**src/rtl/led_blinker_pkg.sv**
```systemverilog
// Shared types for the multi-channel LED blinker.
// Modes, per-channel FSM states and the zero-clamp helper.
package led_blinker_pkg;

  typedef enum logic [1:0] {
    MODE_OFF,
    MODE_ON,
    MODE_BLINK,
    MODE_BURST
  } mode_t;

  typedef enum logic [1:0] {
    ST_IDLE,
    ST_SOLID,
    ST_ON,
    ST_OFF
  } state_t;

  // A zero phase length would never end; treat it as one tick.
  function automatic logic [31:0] clamp1(input logic [31:0] v);
    return (v == '0) ? 32'd1 : v;
  endfunction

endpackage

```
**src/rtl/led_blinker_multi_channel.sv**
```systemverilog
// One LED channel: prescaler, phase counter, repeat counter, FSM.
// Ports: load + cfg fields in; registered led and done pulse out.
module led_channel
  import led_blinker_pkg::*;
#(
  parameter int CNT_W    = 8,
  parameter int PRESCALE = 4,
  parameter int REP_W    = 8
) (
  input  logic             clock,
  input  logic             reset_n,
  input  logic             load,
  input  mode_t            mode,
  input  logic [CNT_W-1:0] on_len,
  input  logic [CNT_W-1:0] off_len,
  input  logic [REP_W-1:0] reps,
  output logic             led,
  output logic             done
);

  localparam int PW = (PRESCALE > 1) ? $clog2(PRESCALE) : 1;

  state_t           state;
  logic [PW-1:0]    pre;
  logic [CNT_W-1:0] cnt;
  logic [CNT_W-1:0] on_q;
  logic [CNT_W-1:0] off_q;
  logic [REP_W-1:0] rem;
  logic             burst;
  logic             tick;

  assign tick = (pre == PW'(PRESCALE - 1));

  always_ff @(posedge clock or negedge reset_n) begin
    if (!reset_n) begin
      state <= ST_IDLE;
      led   <= 1'b0;
      done  <= 1'b0;
      pre   <= '0;
      cnt   <= '0;
      on_q  <= '0;
      off_q <= '0;
      rem   <= '0;
      burst <= 1'b0;
    end else begin
      done <= 1'b0;
      if (load) begin
        pre   <= '0;
        cnt   <= '0;
        on_q  <= CNT_W'(clamp1(32'(on_len)));
        off_q <= CNT_W'(clamp1(32'(off_len)));
        rem   <= reps;
        burst <= (mode == MODE_BURST);
        unique case (mode)
          MODE_OFF: begin
            state <= ST_IDLE;
            led   <= 1'b0;
          end
          MODE_ON: begin
            state <= ST_SOLID;
            led   <= 1'b1;
          end
          MODE_BLINK: begin
            state <= ST_ON;
            led   <= 1'b1;
          end
          MODE_BURST: begin
            if (reps != '0) begin
              state <= ST_ON;
              led   <= 1'b1;
            end else begin
              state <= ST_IDLE;
              led   <= 1'b0;
              done  <= 1'b1;
            end
          end
        endcase
      end else if (state == ST_ON || state == ST_OFF) begin
        pre <= tick ? '0 : pre + 1'b1;
        if (tick) begin
          unique case (1'b1)
            (state == ST_ON): begin
              if (cnt == on_q - 1'b1) begin
                cnt   <= '0;
                state <= ST_OFF;
                led   <= 1'b0;
              end else begin
                cnt <= cnt + 1'b1;
              end
            end
            (state == ST_OFF): begin
              if (cnt == off_q - 1'b1) begin
                cnt <= '0;
                if (burst && rem == REP_W'(1)) begin
                  rem   <= '0;
                  state <= ST_IDLE;
                  done  <= 1'b1;
                end else begin
                  if (burst) rem <= rem - 1'b1;
                  state <= ST_ON;
                  led   <= 1'b1;
                end
              end else begin
                cnt <= cnt + 1'b1;
              end
            end
            default: ;
          endcase
        end
      end
    end
  end

endmodule

```
**src/rtl/led_blinker_multi.sv**
```systemverilog
// Multi-channel LED blinker with valid/ready runtime config.
// Ports: clock, reset_n, cfg_* request, led[], done[] pulses.
module led_blinker_multi
  import led_blinker_pkg::*;
#(
  parameter int CHANNELS = 3,
  parameter int CNT_W    = 8,
  parameter int PRESCALE = 4,
  parameter int REP_W    = 8
) (
  input  logic                clock,
  input  logic                reset_n,
  input  logic                cfg_valid,
  output logic                cfg_ready,
  input  logic [((CHANNELS > 1) ? $clog2(CHANNELS) : 1)-1:0] cfg_ch,
  input  logic [1:0]          cfg_mode,
  input  logic [CNT_W-1:0]    cfg_on,
  input  logic [CNT_W-1:0]    cfg_off,
  input  logic [REP_W-1:0]    cfg_reps,
  output logic [CHANNELS-1:0] led,
  output logic [CHANNELS-1:0] done
);

  localparam int CH_W = (CHANNELS > 1) ? $clog2(CHANNELS) : 1;

  logic acc;

  assign acc = cfg_valid & cfg_ready;

  always_ff @(posedge clock or negedge reset_n) begin
    if (!reset_n) cfg_ready <= 1'b0;
    else          cfg_ready <= 1'b1;
  end

  // Out-of-range channel numbers match no instance and are dropped.
  for (genvar i = 0; i < CHANNELS; i++) begin : g_ch
    led_channel #(
      .CNT_W   (CNT_W),
      .PRESCALE(PRESCALE),
      .REP_W   (REP_W)
    ) u_ch (
      .clock  (clock),
      .reset_n(reset_n),
      .load   (acc && (cfg_ch == CH_W'(i))),
      .mode   (mode_t'(cfg_mode)),
      .on_len (cfg_on),
      .off_len(cfg_off),
      .reps   (cfg_reps),
      .led    (led[i]),
      .done   (done[i])
    );
  end

endmodule

```
**config.mk**
```make
export PLATFORM = sky130hd
export DESIGN_NAME = led_blinker_multi
export DESIGN_NICKNAME = d
export VERILOG_FILES = /design/src/rtl/led_blinker_pkg.sv /design/src/rtl/led_blinker_multi_channel.sv /design/src/rtl/led_blinker_multi.sv
export SDC_FILE = /design/constraint.sdc
export NUM_CORES = 1
export LEC_CHECK = 0
export CELL_PAD_IN_SITES_DETAIL_PLACEMENT = 2
export CELL_PAD_IN_SITES_GLOBAL_PLACEMENT = 2
export CORE_MARGIN = 10
export CORE_UTILIZATION = 42
export CTS_CLUSTER_SIZE = 10
export DETAILED_ROUTE_END_ITERATION = 10
export GPL_TIMING_DRIVEN = 0
export PLACE_DENSITY = 0.89
export SETUP_SLACK_MARGIN = 0.1
export SYNTH_ARGS = -nofsm -noshare
export SYNTH_HDL_FRONTEND = slang
export SYNTH_HIERARCHICAL = 1
export SYNTH_SLANG_ARGS = --single-unit
```
**constraint.sdc**
```tcl
create_clock -name clock -period 7.4 [get_ports clock]
set_clock_uncertainty 0.05 [all_clocks]
set_input_delay 0.74 -clock clock [delete_from_list [all_inputs] [get_ports clock]]
set_output_delay 0.74 -clock clock [all_outputs]
set_load 0.01 [all_outputs]
```
==> metrics <==
fraction of synthesized area in multiplexers 7.28%; post-synthesis register bit count 118; standard cell core area 17900 um2; sum of overflow across all layers after global routing 0; via total after detailed routing 7008; Via density 6.26; number of routed nets with antenna violations 0; Reg clk slew, reported paths 0.06 ns; Worst slew margin 19.0%; outcome completed; global-route wire length before repair 47600 um; worst setup path startpoint g_ch[2].u_ch/off_q[0]$_DFFE_PN0P_; Synth area leader dfrtp_1; final setup fails 0; post-CTS resize count 0; number of design rule violations left after detail routing 0; total clock sinks 118; layout cells sized above 1 11.0%; Post-Synthesis Cells 820; dominant register cell in the synthesized netlist dfrtp_1; area after detailed placement 8300 um2; CP max stage delay 0.50 ns; aggregate global-route resource usage 25.1%; beginning of the worst register-to-register path g_ch[2].u_ch/off_q[0]$_DFFE_PN0P_; family with the most delay on the worst path simple AND/OR/NAND/NOR gates; worst endpoint required time 7.69 ns; Setup TNS Final 0 ns; Worst setup endpoint g_ch[2].u_ch/rem[7]$_DFFE_PN0P_; drt pass-1 iters 5; highest clock rate 0.282 GHz; Synth-to-Final Area Change 16.4%; proportion of synthesized chip area in sequential cells 38.8%; RSZ-0062 raised after global routing no; proportion of register bits with asynchronous set or reset after synthesis 100%; post-synthesis adder-cell area fraction 4.44%; crit end category flip-flop; Die Y 155 um; average wire length per cell after detail routing 26.7 um; worst reg2reg setup slack 3.86 ns; WP buf/inv 1; Area contributors post-synth dfrtp_1 39%, ha_1 4.4%, mux2_2 4.1%, nand2_1 4.1%, xnor2_1 3.1%; count of unique library cells instantiated by Yosys 79; # Post-CTS Setup Buffers 0; effective utilization at floorplan 42.5%; initial antenna violation count 0; crit path launch type flip-flop; total non-filler cell area in the finished layout 8860 um2; Buffers on Ports 37; combinational family with the most area after synthesis simple AND/OR/NAND/NOR gates; arrival time of data at the critical path endpoint 3.84 ns; clock insertion delay at the later pin of the skew report 0.43 ns; number of diodes 0; post-synthesis xor/xnor area fraction 6.10%; post-detailed-placement half-perimeter wirelength 19700 um; DRT iter0 DRCs 408; Power Density 309 nW/um2; Die X-Extent 155 um; final routed wirelength across all metal layers 29900 um; synthesized area 7610 um2; number of enable-type register cells in the synthesized netlist 0; share of the synthesized area in the top cell type 38.8%; number of synthesis warnings 6; worst IR drop on VDD 0.000183 V; number of levels the H-tree was split into 4; mean instance size in the synthesized netlist 9.28 um2; pin count of the biggest net entering global routing 77; number of buffers inserted for hold repair after clock tree synthesis 0; number of buffers added by the clock tree synthesis step 17; Reg2Reg Capture Point g_ch[2].u_ch/rem[7]$_DFFE_PN0P_; biggest fanout along the worst timing path 5; worst min-delay path category in2async; share of synthesized cell area in and, or, nand and nor gates 22.4%; Final Util 49.5%; slowest stage cell, crit path or4_1; clock tree from TritonCTS done; chain of cells forming the critical path inv_1 -> ha_1 -> or3b_4 -> or4_1 -> a32o_1 -> a2111oi_2 -> nand2_2 -> or4_1 -> a31oi_1; final critical-path required period 3.54 ns; I/O pin count 38; final weighted congestion of routability-driven global placement 0.867; Max Cap Violations 0; pin slew with the least headroom to its limit 1.21 ns; die footprint 23900 um2; via count of the first global-routing pass 8129; final hold violations 0; worst reg2reg path depth 9; Static Leak 3.66 nW; share of the cycle needed by the critical path after routing 47.9%; synthesized netlist net count 878; most prevalent standard cell on the critical path or4_1; Synth top cells by count 118 x dfrtp_1, 83 x nand2_1, 53 x inv_1; Levels on crit path 9; fraction of the mapped netlist area in compound gates 16.3%; Core Rows 49; clock buffer depth 2; Setup Crit Path Kind reg2reg; most repeated cell in the gate-level netlist after synthesis dfrtp_1; fin nets 935; total count of max-transition violations in the final report 0; root buf cell clkbuf_16
-- worst min-delay path by stage --
stage	start	to	slack, ns
2_1_floorplan	reset_n	cfg_ready$_DFF_PN0_	0.39
6_report	reset_n	g_ch[1].u_ch/cnt[7]$_DFFE_PN0P_	0.19
5_1_grt	reset_n	g_ch[1].u_ch/cnt[7]$_DFFE_PN0P_	0.21
4_1_cts	reset_n	g_ch[1].u_ch/cnt[3]$_DFFE_PN0P_	0.19
3_5_place_dp	g_ch[2].u_ch/on_q[7]$_DFFE_PN0P_	g_ch[2].u_ch/on_q[7]$_DFFE_PN0P_	0.45
3_3_place_gp	g_ch[2].u_ch/on_q[7]$_DFFE_PN0P_	g_ch[2].u_ch/on_q[7]$_DFFE_PN0P_	0.44
-- flip-flops by register name, indices dropped and copies added (netlist names) --
signal,flops
g_ch.u_ch/cnt,24
g_ch.u_ch/off_q,24
g_ch.u_ch/on_q,24
g_ch.u_ch/rem,24
g_ch.u_ch/pre,6
g_ch.u_ch/state,6
g_ch.u_ch/burst,3
g_ch.u_ch/done,3
g_ch.u_ch/led,3
cfg_ready,1
-- through the flow --
| stage | cells | hold WS, ns | worst slack (ns) | total power [W] |
|---|---|---|---|---|
| 2_1_floorplan | 820 | 0.394 | 4.39 | 0.00154 |
| 3_3_place_gp | 1086 | 0.442 | 0.786 | 0.00174 |
| 6_report | 1119 | 0.186 | 3.86 | 0.00274 |
| 3_5_place_dp | 1087 | 0.449 | 4.12 | 0.00186 |
| 4_1_cts | 1119 | 0.194 | 3.97 | 0.00273 |
| 5_1_grt | 1119 | 0.211 | 3.81 | 0.00288 |
-- cells by family after synthesis --
| kind of cell | count (synthesis) |
|---|---|
| compound gates | 173 |
| xor+xnor | 53 |
| fa+ha+maj | 27 |
| buf+inv | 91 |
| flops | 118 |
| mux | 50 |
| other cells | 1 |
| simple gates | 307 |
-- routing by layer --
layer | vias up | global-route usage (%) | wire [um]
met5 | - | 0 | 0
li1 | 3096 | - | -
met4 | 0 | 11.7 | 1050
met1 | 3655 | 28.1 | 12000
met2 | 182 | 45.6 | 16000
met3 | 75 | 3.99 | 949
-- final cells by class --
| cell class | instances | area, um2 |
|---|---|---|
| Buffer | 37 | 150 |
| Clock inverter | 9 | 75.1 |
| Multi-Input combinational cell | 611 | 4310 |
| Tap cell | 229 | 287 |
| Fill cell | 1847 | 9040 |
| Timing Repair Buffer | 38 | 399 |
| Sequential cell | 118 | 2950 |
| Clock buffer | 23 | 488 |
| Inverter | 54 | 203 |
-- report_power, final --
part | internal [W] | switching [W] | leakage [nW]
combinational | 0.000377 | 0.000568 | 1.95
clock | 0.000493 | 0.000321 | 0.279
sequential | 0.000793 | 0.000185 | 1.44
-- layout by cell type (no fill, tap or decap), types with 16 or more instances in the layout --
cell               n
nor2_1            49
xnor2_1           27
clkbuf_1          33
xor2_1            26
dfrtp_1          118
mux2_2            28
ha_1              27
nand3_1           16
clkdlybuf4s50_1   36
o21ai_1           34
a21oi_1           23
clkbuf_16         17
nor4_1            27
nor3_1            31
nand2_1           83
inv_1             53
o21ai_0           16
Power figures use the tool's default switching activity.
